[config.mk]
export PLATFORM = sky130hd
export DESIGN_NAME = exc_ctrl
export DESIGN_NICKNAME = d
export VERILOG_FILES = /design/src/rtl/cpu_pkg.sv /design/src/rtl/exc_drain_cnt.sv /design/src/rtl/exc_ctrl.sv
export SDC_FILE = /design/constraint.sdc
export NUM_CORES = 1
export LEC_CHECK = 0
export CAP_MARGIN = 20
export CELL_PAD_IN_SITES_DETAIL_PLACEMENT = 0
export CELL_PAD_IN_SITES_GLOBAL_PLACEMENT = 2
export CORE_MARGIN = 4
export CORE_UTILIZATION = 26
export CTS_BUF_LIST = sky130_fd_sc_hd__clkbuf_4 sky130_fd_sc_hd__clkbuf_8 sky130_fd_sc_hd__clkbuf_16
export CTS_CLUSTER_DIAMETER = 80
export DETAILED_ROUTE_END_ITERATION = 8
export GPL_TIMING_DRIVEN = 0
export PLACE_DENSITY_LB_ADDON = 0.15
export REMOVE_ABC_BUFFERS = 1
export SETUP_SLACK_MARGIN = 0.2
export SYNTH_ARGS = -nofsm -noshare
export SYNTH_HDL_FRONTEND = slang
export SYNTH_SLANG_ARGS = --single-unit
[constraint.sdc]
create_clock -name clk -period 5.2 [get_ports clk]
set_input_delay 0.52 -clock clk [delete_from_list [all_inputs] [get_ports clk]]
set_output_delay 0.52 -clock clk [all_outputs]
set_load 0.03 [all_outputs]
[src/rtl/cpu_pkg.sv]
// cpu_pkg: shared exception-controller types, trap vectors, register ids and cause codes
package cpu_pkg;
  typedef enum logic [1:0] {IDLE, PEND, FIRE, DRAIN} exc_state_t;
  localparam logic [31:0] ILLOP_VEC_DEF = 32'h80000004;
  localparam logic [31:0] XADR_VEC_DEF  = 32'h80000008;
  localparam logic [4:0]  K0_REG        = 5'd26;
  localparam logic [1:0]  CAUSE_NONE    = 2'b00;
  localparam logic [1:0]  CAUSE_ILLOP   = 2'b01;
  localparam logic [1:0]  CAUSE_XADR    = 2'b10;
endpackage

[src/rtl/exc_drain_cnt.sv]
// exc_drain_cnt: loadable down-counter whose zero flag marks the decrement that empties it
module exc_drain_cnt #(
  parameter int W = 3
) (
  input  logic         clk,
  input  logic         reset,
  input  logic         load,
  input  logic         dec,
  input  logic [W-1:0] load_val,
  output logic         zero
);
  logic [W-1:0] cnt;
  // load wins over decrement; the count never wraps below zero
  always_ff @(posedge clk or posedge reset)
    if (reset) cnt <= '0;
    else if (load) cnt <= load_val;
    else if (dec && cnt != '0) cnt <= cnt - 1'b1;
  assign zero = cnt <= W'(1);
endmodule

[src/rtl/exc_ctrl.sv]
// exc_ctrl: trap initiator (illop/xadr pulses, EPC, redirect vector, flushes); EXC_CAUSE_EN adds cause/count outputs
module exc_ctrl
  import cpu_pkg::*;
#(
  parameter logic [31:0] ILLOP_VEC    = ILLOP_VEC_DEF,
  parameter logic [31:0] XADR_VEC     = XADR_VEC_DEF,
  parameter int          DRAIN_CYCLES = 2
) (
  input  logic        clk,
  input  logic        reset,
  input  logic        irq_req,
  input  logic        id_valid,
  input  logic        id_illegal,
  input  logic [31:0] id_pc,
  input  logic        stall,
  input  logic        ex_is_ctrl,
  output logic        illop,
  output logic        xadr,
  output logic [31:0] exc_epc,
  output logic [31:0] exc_target,
  output logic        flush_if,
  output logic        flush_id
`ifdef EXC_CAUSE_EN
  , output logic [1:0] exc_cause
  , output logic [7:0] exc_count
`endif
);
  exc_state_t state, state_nx;
  logic acc_ill, acc_irq, go_fire, drain_zero;
  logic illop_nx, xadr_nx, flush_nx;
  logic [31:0] epc_nx, tgt_nx;
  assign acc_ill = id_valid & id_illegal & ~stall & ~id_pc[31];
  assign acc_irq = irq_req & id_valid & ~stall & ~ex_is_ctrl & ~id_pc[31] & ~id_illegal;
  assign go_fire = (state == IDLE || state == PEND) && (acc_ill || acc_irq);
  exc_drain_cnt #(.W(3)) u_drain (
    .clk      (clk),
    .reset    (reset),
    .load     (state == FIRE),
    .dec      (state == DRAIN),
    .load_val (3'(DRAIN_CYCLES)),
    .zero     (drain_zero)
  );
  // state and registered trap outputs
  always_ff @(posedge clk or posedge reset)
    if (reset) begin
      state      <= IDLE;
      illop      <= 1'b0;
      xadr       <= 1'b0;
      exc_epc    <= '0;
      exc_target <= '0;
      flush_if   <= 1'b0;
      flush_id   <= 1'b0;
    end else begin
      state      <= state_nx;
      illop      <= illop_nx;
      xadr       <= xadr_nx;
      exc_epc    <= epc_nx;
      exc_target <= tgt_nx;
      flush_if   <= flush_nx;
      flush_id   <= flush_nx;
    end
  // next state: IDLE and PEND share the accept tests; PEND only tracks a waiting irq
  always_comb begin
    state_nx = state;
    unique case (state)
      IDLE, PEND: state_nx = go_fire ? FIRE : irq_req ? PEND : IDLE;
      FIRE:       state_nx = DRAIN;
      DRAIN:      state_nx = drain_zero ? IDLE : DRAIN;
    endcase
  end
  // next outputs: illegal trap beats interrupt; interrupt EPC points at the victim so it re-executes
  always_comb begin
    illop_nx = go_fire & acc_ill;
    xadr_nx  = go_fire & ~acc_ill;
    flush_nx = go_fire;
    epc_nx   = go_fire ? (acc_ill ? id_pc + 32'd4 : id_pc) : exc_epc;
    tgt_nx   = go_fire ? (acc_ill ? ILLOP_VEC : XADR_VEC) : exc_target;
  end
`ifdef EXC_CAUSE_EN
  // cause latches with each trap; count saturates at 255
  always_ff @(posedge clk or posedge reset)
    if (reset) begin
      exc_cause <= CAUSE_NONE;
      exc_count <= '0;
    end else if (go_fire) begin
      exc_cause <= acc_ill ? CAUSE_ILLOP : CAUSE_XADR;
      exc_count <= exc_count == 8'hff ? exc_count : exc_count + 8'd1;
    end
`endif
endmodule

## Yosys cells after proc, flatten, opt, wreduce, memory -nomap -nowiden

Index checks and enable logic that the tools add are counted.

- Flip-flop bits (word level): 72
- Input port bits: 39
- Output and inout bits: 68
- Logic and storage cells: 44

- Add/subtract/negate cells: 2
- Magnitude comparators: 1
- Eq/ne operators: 3
- Mux-type cells: 8
- Bitwise gates (word level): 15
- Reductions and logical operators: 8

Operators by type and width:

| kind | number |
|---|---|
| 32-bit by 3-bit adder with 32-bit output, second input constant | 1 |
| 32-bit 2-to-1 mux | 1 |
| 1-bit bitwise AND | 10 |
| 3-bit 2-to-1 mux | 2 |
| 2-bit case mux with 3 select lines | 1 |
| 1-bit inverter | 5 |
| 2-bit equality test, second input constant | 2 |
| 2-bit 2-to-1 mux | 2 |
| 4-bit 2-to-1 mux | 1 |
| 3-bit by 1-bit <= comparator with 1-bit output, second input constant | 1 |
| 3-bit nonzero test | 1 |
| 3-bit by 1-bit subtractor with 3-bit output, second input constant | 1 |
| 2-bit by 1-bit equality test with 1-bit output, second input constant | 1 |
| 1-bit logical AND | 2 |
| 2-bit zero test | 1 |
| 1-bit logical OR | 2 |
| 2-bit nonzero test | 1 |
| 2-bit OR reduction | 1 |
| 1-bit 2-to-1 mux | 1 |

## Logic depth before layout (Yosys ltp)

- Word-level depth: 9
- Depth in mapped cells: 8
- Gate-level depth less buffers: 6

## Cells and area by module

Synthesis repeated with hierarchy kept, for this count alone.

- Cell total of the unflattened synthesis: 296
- Area total of the unflattened synthesis: 2598.7 µm²

By module, submodules not included:

| module | instances | cells an instance | area each (µm²) | seq. area each (µm²) |
|---|---|---|---|---|
| exc_ctrl | 1 | 270 | 2373.5 | 1001.0 |
| exc_drain_cnt | 1 | 26 | 225.2 | 75.1 |

## Least setup slack after synthesis

Ideal clock, no wire load.

- Path kind: input-to-reg
- Start point: input port id_illegal
- End point: register exc_epc[19]
- Data arrival time: 2.035 ns
- Required time: 5.118 ns
- Path slack: 3.084 ns
- Stages on the path: 7
- Path buffers: 3
- Path through: buf_6 > nand4bb_4 > buf_6 > or3_4 > buf_6 > or4b_1 > a31oi_1

- Word-level cells in the longest chain between the ends: 5
- Elaborated cells on any way between the ends: 8
- Those cells by class: mux (1); bitwise (5); reduce/logical (2)

Ends and longest elaborated chain:

| element | RTL line | source |
|---|---|---|
| from (decl) | exc_ctrl.sv:13 | `input logic id_illegal,` |
| 1-bit bitwise AND (3 in series) | exc_ctrl.sv:32 | `assign acc_ill = id_valid & id_illegal & ~stall & ~id_pc[31];` |
| 1-bit logical OR | exc_ctrl.sv:34 | `assign go_fire = (state == IDLE \|\| state == PEND) && (acc_ill \|\| acc_irq);` |
| 1-bit logical AND | exc_ctrl.sv:34 |  |
| to (signal assigned) | exc_ctrl.sv:57 | `exc_epc <= epc_nx;` |
| to (decl) | exc_ctrl.sv:19 | `output logic [31:0] exc_epc,` |

Parallel ways exist; a longest one is shown, timed or not.
A chain may end at the register's enable or synchronous reset.

## Worst setup path in the final report

- Start point: input port id_pc[2]
- End point: register exc_epc[18]

- Word-level cells in the longest chain between the ends: 2

Ends and longest elaborated chain:

| element | RTL line | source |
|---|---|---|
| from (decl) | exc_ctrl.sv:14 | `input logic [31:0] id_pc,` |
| 32-bit by 3-bit adder with 32-bit output | exc_ctrl.sv:76 | `epc_nx = go_fire ? (acc_ill ? id_pc + 32'd4 : id_pc) : exc_epc;` |
| 32-bit 2-to-1 mux | exc_ctrl.sv:76 |  |

No other way between the ends.

==> metrics.md <==
| Metric | Value |
|---|---|
| Status | `finished, final reports clean` |
| CTS tree | `done` |
| Global-route wire length before repair | `roughly 11,000 µm` |
| Seq cells post-synth | `43` |
| Largest stage delay on the critical path | `between 700 and 800 ps` |
| Hold WS | `476 ps` |
| CORE AREA | `about 9800 µm²` |
| Count of pins over their slew limit | `0` |
| Nets@finish | `between 400 and 500` |
| Num Clock Sinks | `43` |
| Final WL | `7140 µm` |
| Final Hold Fails | `0` |
| H-tree levels | `2` |
| Period utilisation layout | `0.511` |
| Tot GR Track Use | `0.122` |
| DR iter-0 viols | `64` |
| Syn Area/Cell | `8.86 µm²` |
| Clock Tree Buf Depth | `2` |
| Post-route minimum period | `2660 ps` |
| Post-synth top cells | `43 x dfrtp_1, 33 x nand2_1, 30 x buf_4` |
| Post-synthesis cell type count | `42` |
| DP Area | `3420 µm²` |
| Yosys synthesis warning count | `0` |
| Most common cell in the netlist | `dfrtp_1` |
| Post-synthesis sequential area ratio | `0.411` |
| Post-Synthesis Cell Area | `~2600 µm²` |
| Area leader, netlist | `dfrtp_1` |
| Max Cap Viol | `0` |
| Total Neg Setup Slack | `0 ps` |
| Post-synth EDFFs | `0` |
| Mapped Cells | `just under 300` |
| Vias | `between 2,000 and 2,500` |
| Total die area | `11,800 µm²` |
| Design Power | `1540 µW` |
| Die X | `108 µm` |
| Worst-path fanout max | `7` |
| Placer congestion estimate | `0.724` |
| Worst-Margin Slew | `537 ps` |
| Initial antenna violation count | `0` |
| Clk_lat worst skew | `between 200 and 300 ps` |
| HPWL after detailed placement | `5490 µm` |
| Ys flop type | `dfrtp_1` |
| Worst hold-check path type | `reg -> reg` |
| Vias per cell | `between 4 and 5` |
| Pin count of the biggest net entering global routing | `33` |
| Final setup fails | `0` |
| FFs w/ async S/R, synth | `1.00` |
| Share of post-route cells with drive strength above 1 | `0.0546` |
| CP delay by family, top | `simple AND/OR/NAND/NOR gates` |
| Number of diodes | `0` |
| Pre-CTS setup slack | `2200 ps` |
| Overflow after GRT | `0` |
| Post-CTS sizing | `0` |
| Worst setup EP type | `register` |
| Arrival time worst endpoint | `between 2000 and 3000 ps` |
| Vias in the first global route | `2,109` |
| Num CTS Buffers | `5` |
| Number of setup buffers added after CTS | `0` |
| Max Fclk | `~0.38 GHz` |
| IO Pins | `about 110` |
| Area grow syn2layout | `33.5%` |
| Leak pwr | `0.00138 µW` |
| Avg WL per Cell | `14.3 µm` |
| Ranking of synthesized cells by area | `dfrtp_1 41%, buf_4 8.6%, nand2_1 4.7%, o21ai_0 4.6%, a31oi_1 4.1%` |
| Startpoint types | `primary input` |
| Crit Path Class | `in -> reg` |
| Port Buffers | `a little under 80` |
| DRC viols | `0` |
| Worst EP required | `5420 ps` |
| Power per Cell Area | `440 nW/µm²` |
| CP Buf/Inv Count | `1` |
| Clock transition at the registers of the reported paths | `approximately 80 ps` |
| Yosys top cell area share | `0.411` |
| RSZ-0062 raised after global routing | `no` |
| Die span in y | `108 µm` |
| # rows | `36` |
| Final ANT Viol Nets | `0` |
| Length of the first detailed-routing pass in iterations | `4` |
| Slew margin rel. | `0.639` |
| Hold_buf cts | `0` |
| Worst vdd ir | `0.140 mV` |
| Worst Clk Skew | `between 6 and 7 ps` |
| Root Driver | `clkbuf_8` |
| Final WS setup | `2540 ps` |
| Initial Utilization | `0.268` |
| Slowest-stage cell, CP | `or4_1` |
| Critical path cell sequence | `clkdlybuf4s50_1, ha_1, nand4_1, or4_1, or3_1, a31oi_1` |
| Final instance area | `about 3500 µm²` |
cells in the final DEF, fill, tap and decap left out, types with 2 or more instances in the layout:
cell / synthesis / layout
o211ai_1: 2 / 2
inv_1: 12 / 11
or2_2: 2 / 2
xnor2_1: 4 / 4
o41ai_1: 2 / 2
nand4_1: 11 / 11
ha_1: 4 / 4
and4_1: 2 / 2
o31ai_1: 6 / 6
nand2b_1: 3 / 3
o21ai_0: 24 / 23
nor2_1: 21 / 21
clkdlybuf4s50_1: 0 / 77
a21oi_1: 3 / 3
nand2_1: 33 / 33
or4_1: 11 / 11
xor2_1: 5 / 5
nand3_1: 10 / 10
and3_1: 2 / 2
dfrtp_1: 43 / 43
nor4bb_1: 2 / 2
or3_1: 9 / 9
or4b_1: 2 / 2
nor4_1: 4 / 4
clkbuf_8: 0 / 5
conb_1: 1 / 29
nor3_1: 3 / 3
a31oi_1: 17 / 17
through the flow:
stage | util | cells
after floorplan | - | 279
after detailed placement | 0.350 | 493
after global routing | 0.358 | 499
after CTS | 0.358 | 499
after global placement | 0.343 | 489
final | 0.358 | 499
worst paths after layout:
| kind | startpoint | cells after the start | slack [ps] | endpoint |
|---|---|---|---|---|
| worst max-delay path | id_pc[2] | 6 | 2540 | exc_epc[18] |
| worst min-delay path | exc_target[31] | 1 | 480 | exc_target[31] |
| worst max register to register | state[1] | 7 | 2840 | exc_epc[27] |
| worst min register to register | exc_target[31] | 1 | 480 | exc_target[31] |
| max in group asynchronous | reset | 3 | 4230 | exc_epc[20] |
| min in group asynchronous | reset | 2 | 490 | exc_epc[12] |
metal layers:
metal | wire length [µm] | global-route usage
met2 | 3230 | 0.199
met5 | 0 | 0
met4 | 62 | 0.0271
met1 | 3350 | 0.166
met3 | 500 | 0.0251
worst register-to-register path: stages (launching register included):
cell and delay (ps):
dfrtp_1 480, nor4b_1 480, o21ai_2 250, buf_8 230, inv_1 410, buf_16 230, nor2_1 70, a31oi_1 140
area by class of cell:
class | instances | area (µm²)
fill | 1035 | 6270
multi-input combinational | 224 | 1300
sequential | 43 | 1080
timing repair buffer | 81 | 838
tap | 133 | 166
clock buffer | 6 | 76.3
inverter | 12 | 45.0
registers in the layout, summed over array words and instances (netlist names):
register	cells
illop	1
xadr	1
u_drain.cnt	3
flush_id	1
state	2
exc_epc	32
exc_target	3
cells by family after synthesis:
kind of cell               after synthesis  share of synthesized area
and+or+nand+nor                        123                      0.265
xor gates and xnor gates                 9                     0.0301
DFF                                     43                      0.411
buffers and inverters                   57                      0.136
AOI/OAI and AO/OA                       59                      0.138
adders and majority gates                4                     0.0191
other                                    1                    0.00143
power by group:
group          switching [µW]  total, µW  internal [µW]
logic                     451        773            322
registers                85.8        557            471
clock network             114        209           95.1
Note: power is estimated with default switching activity, not from simulation.
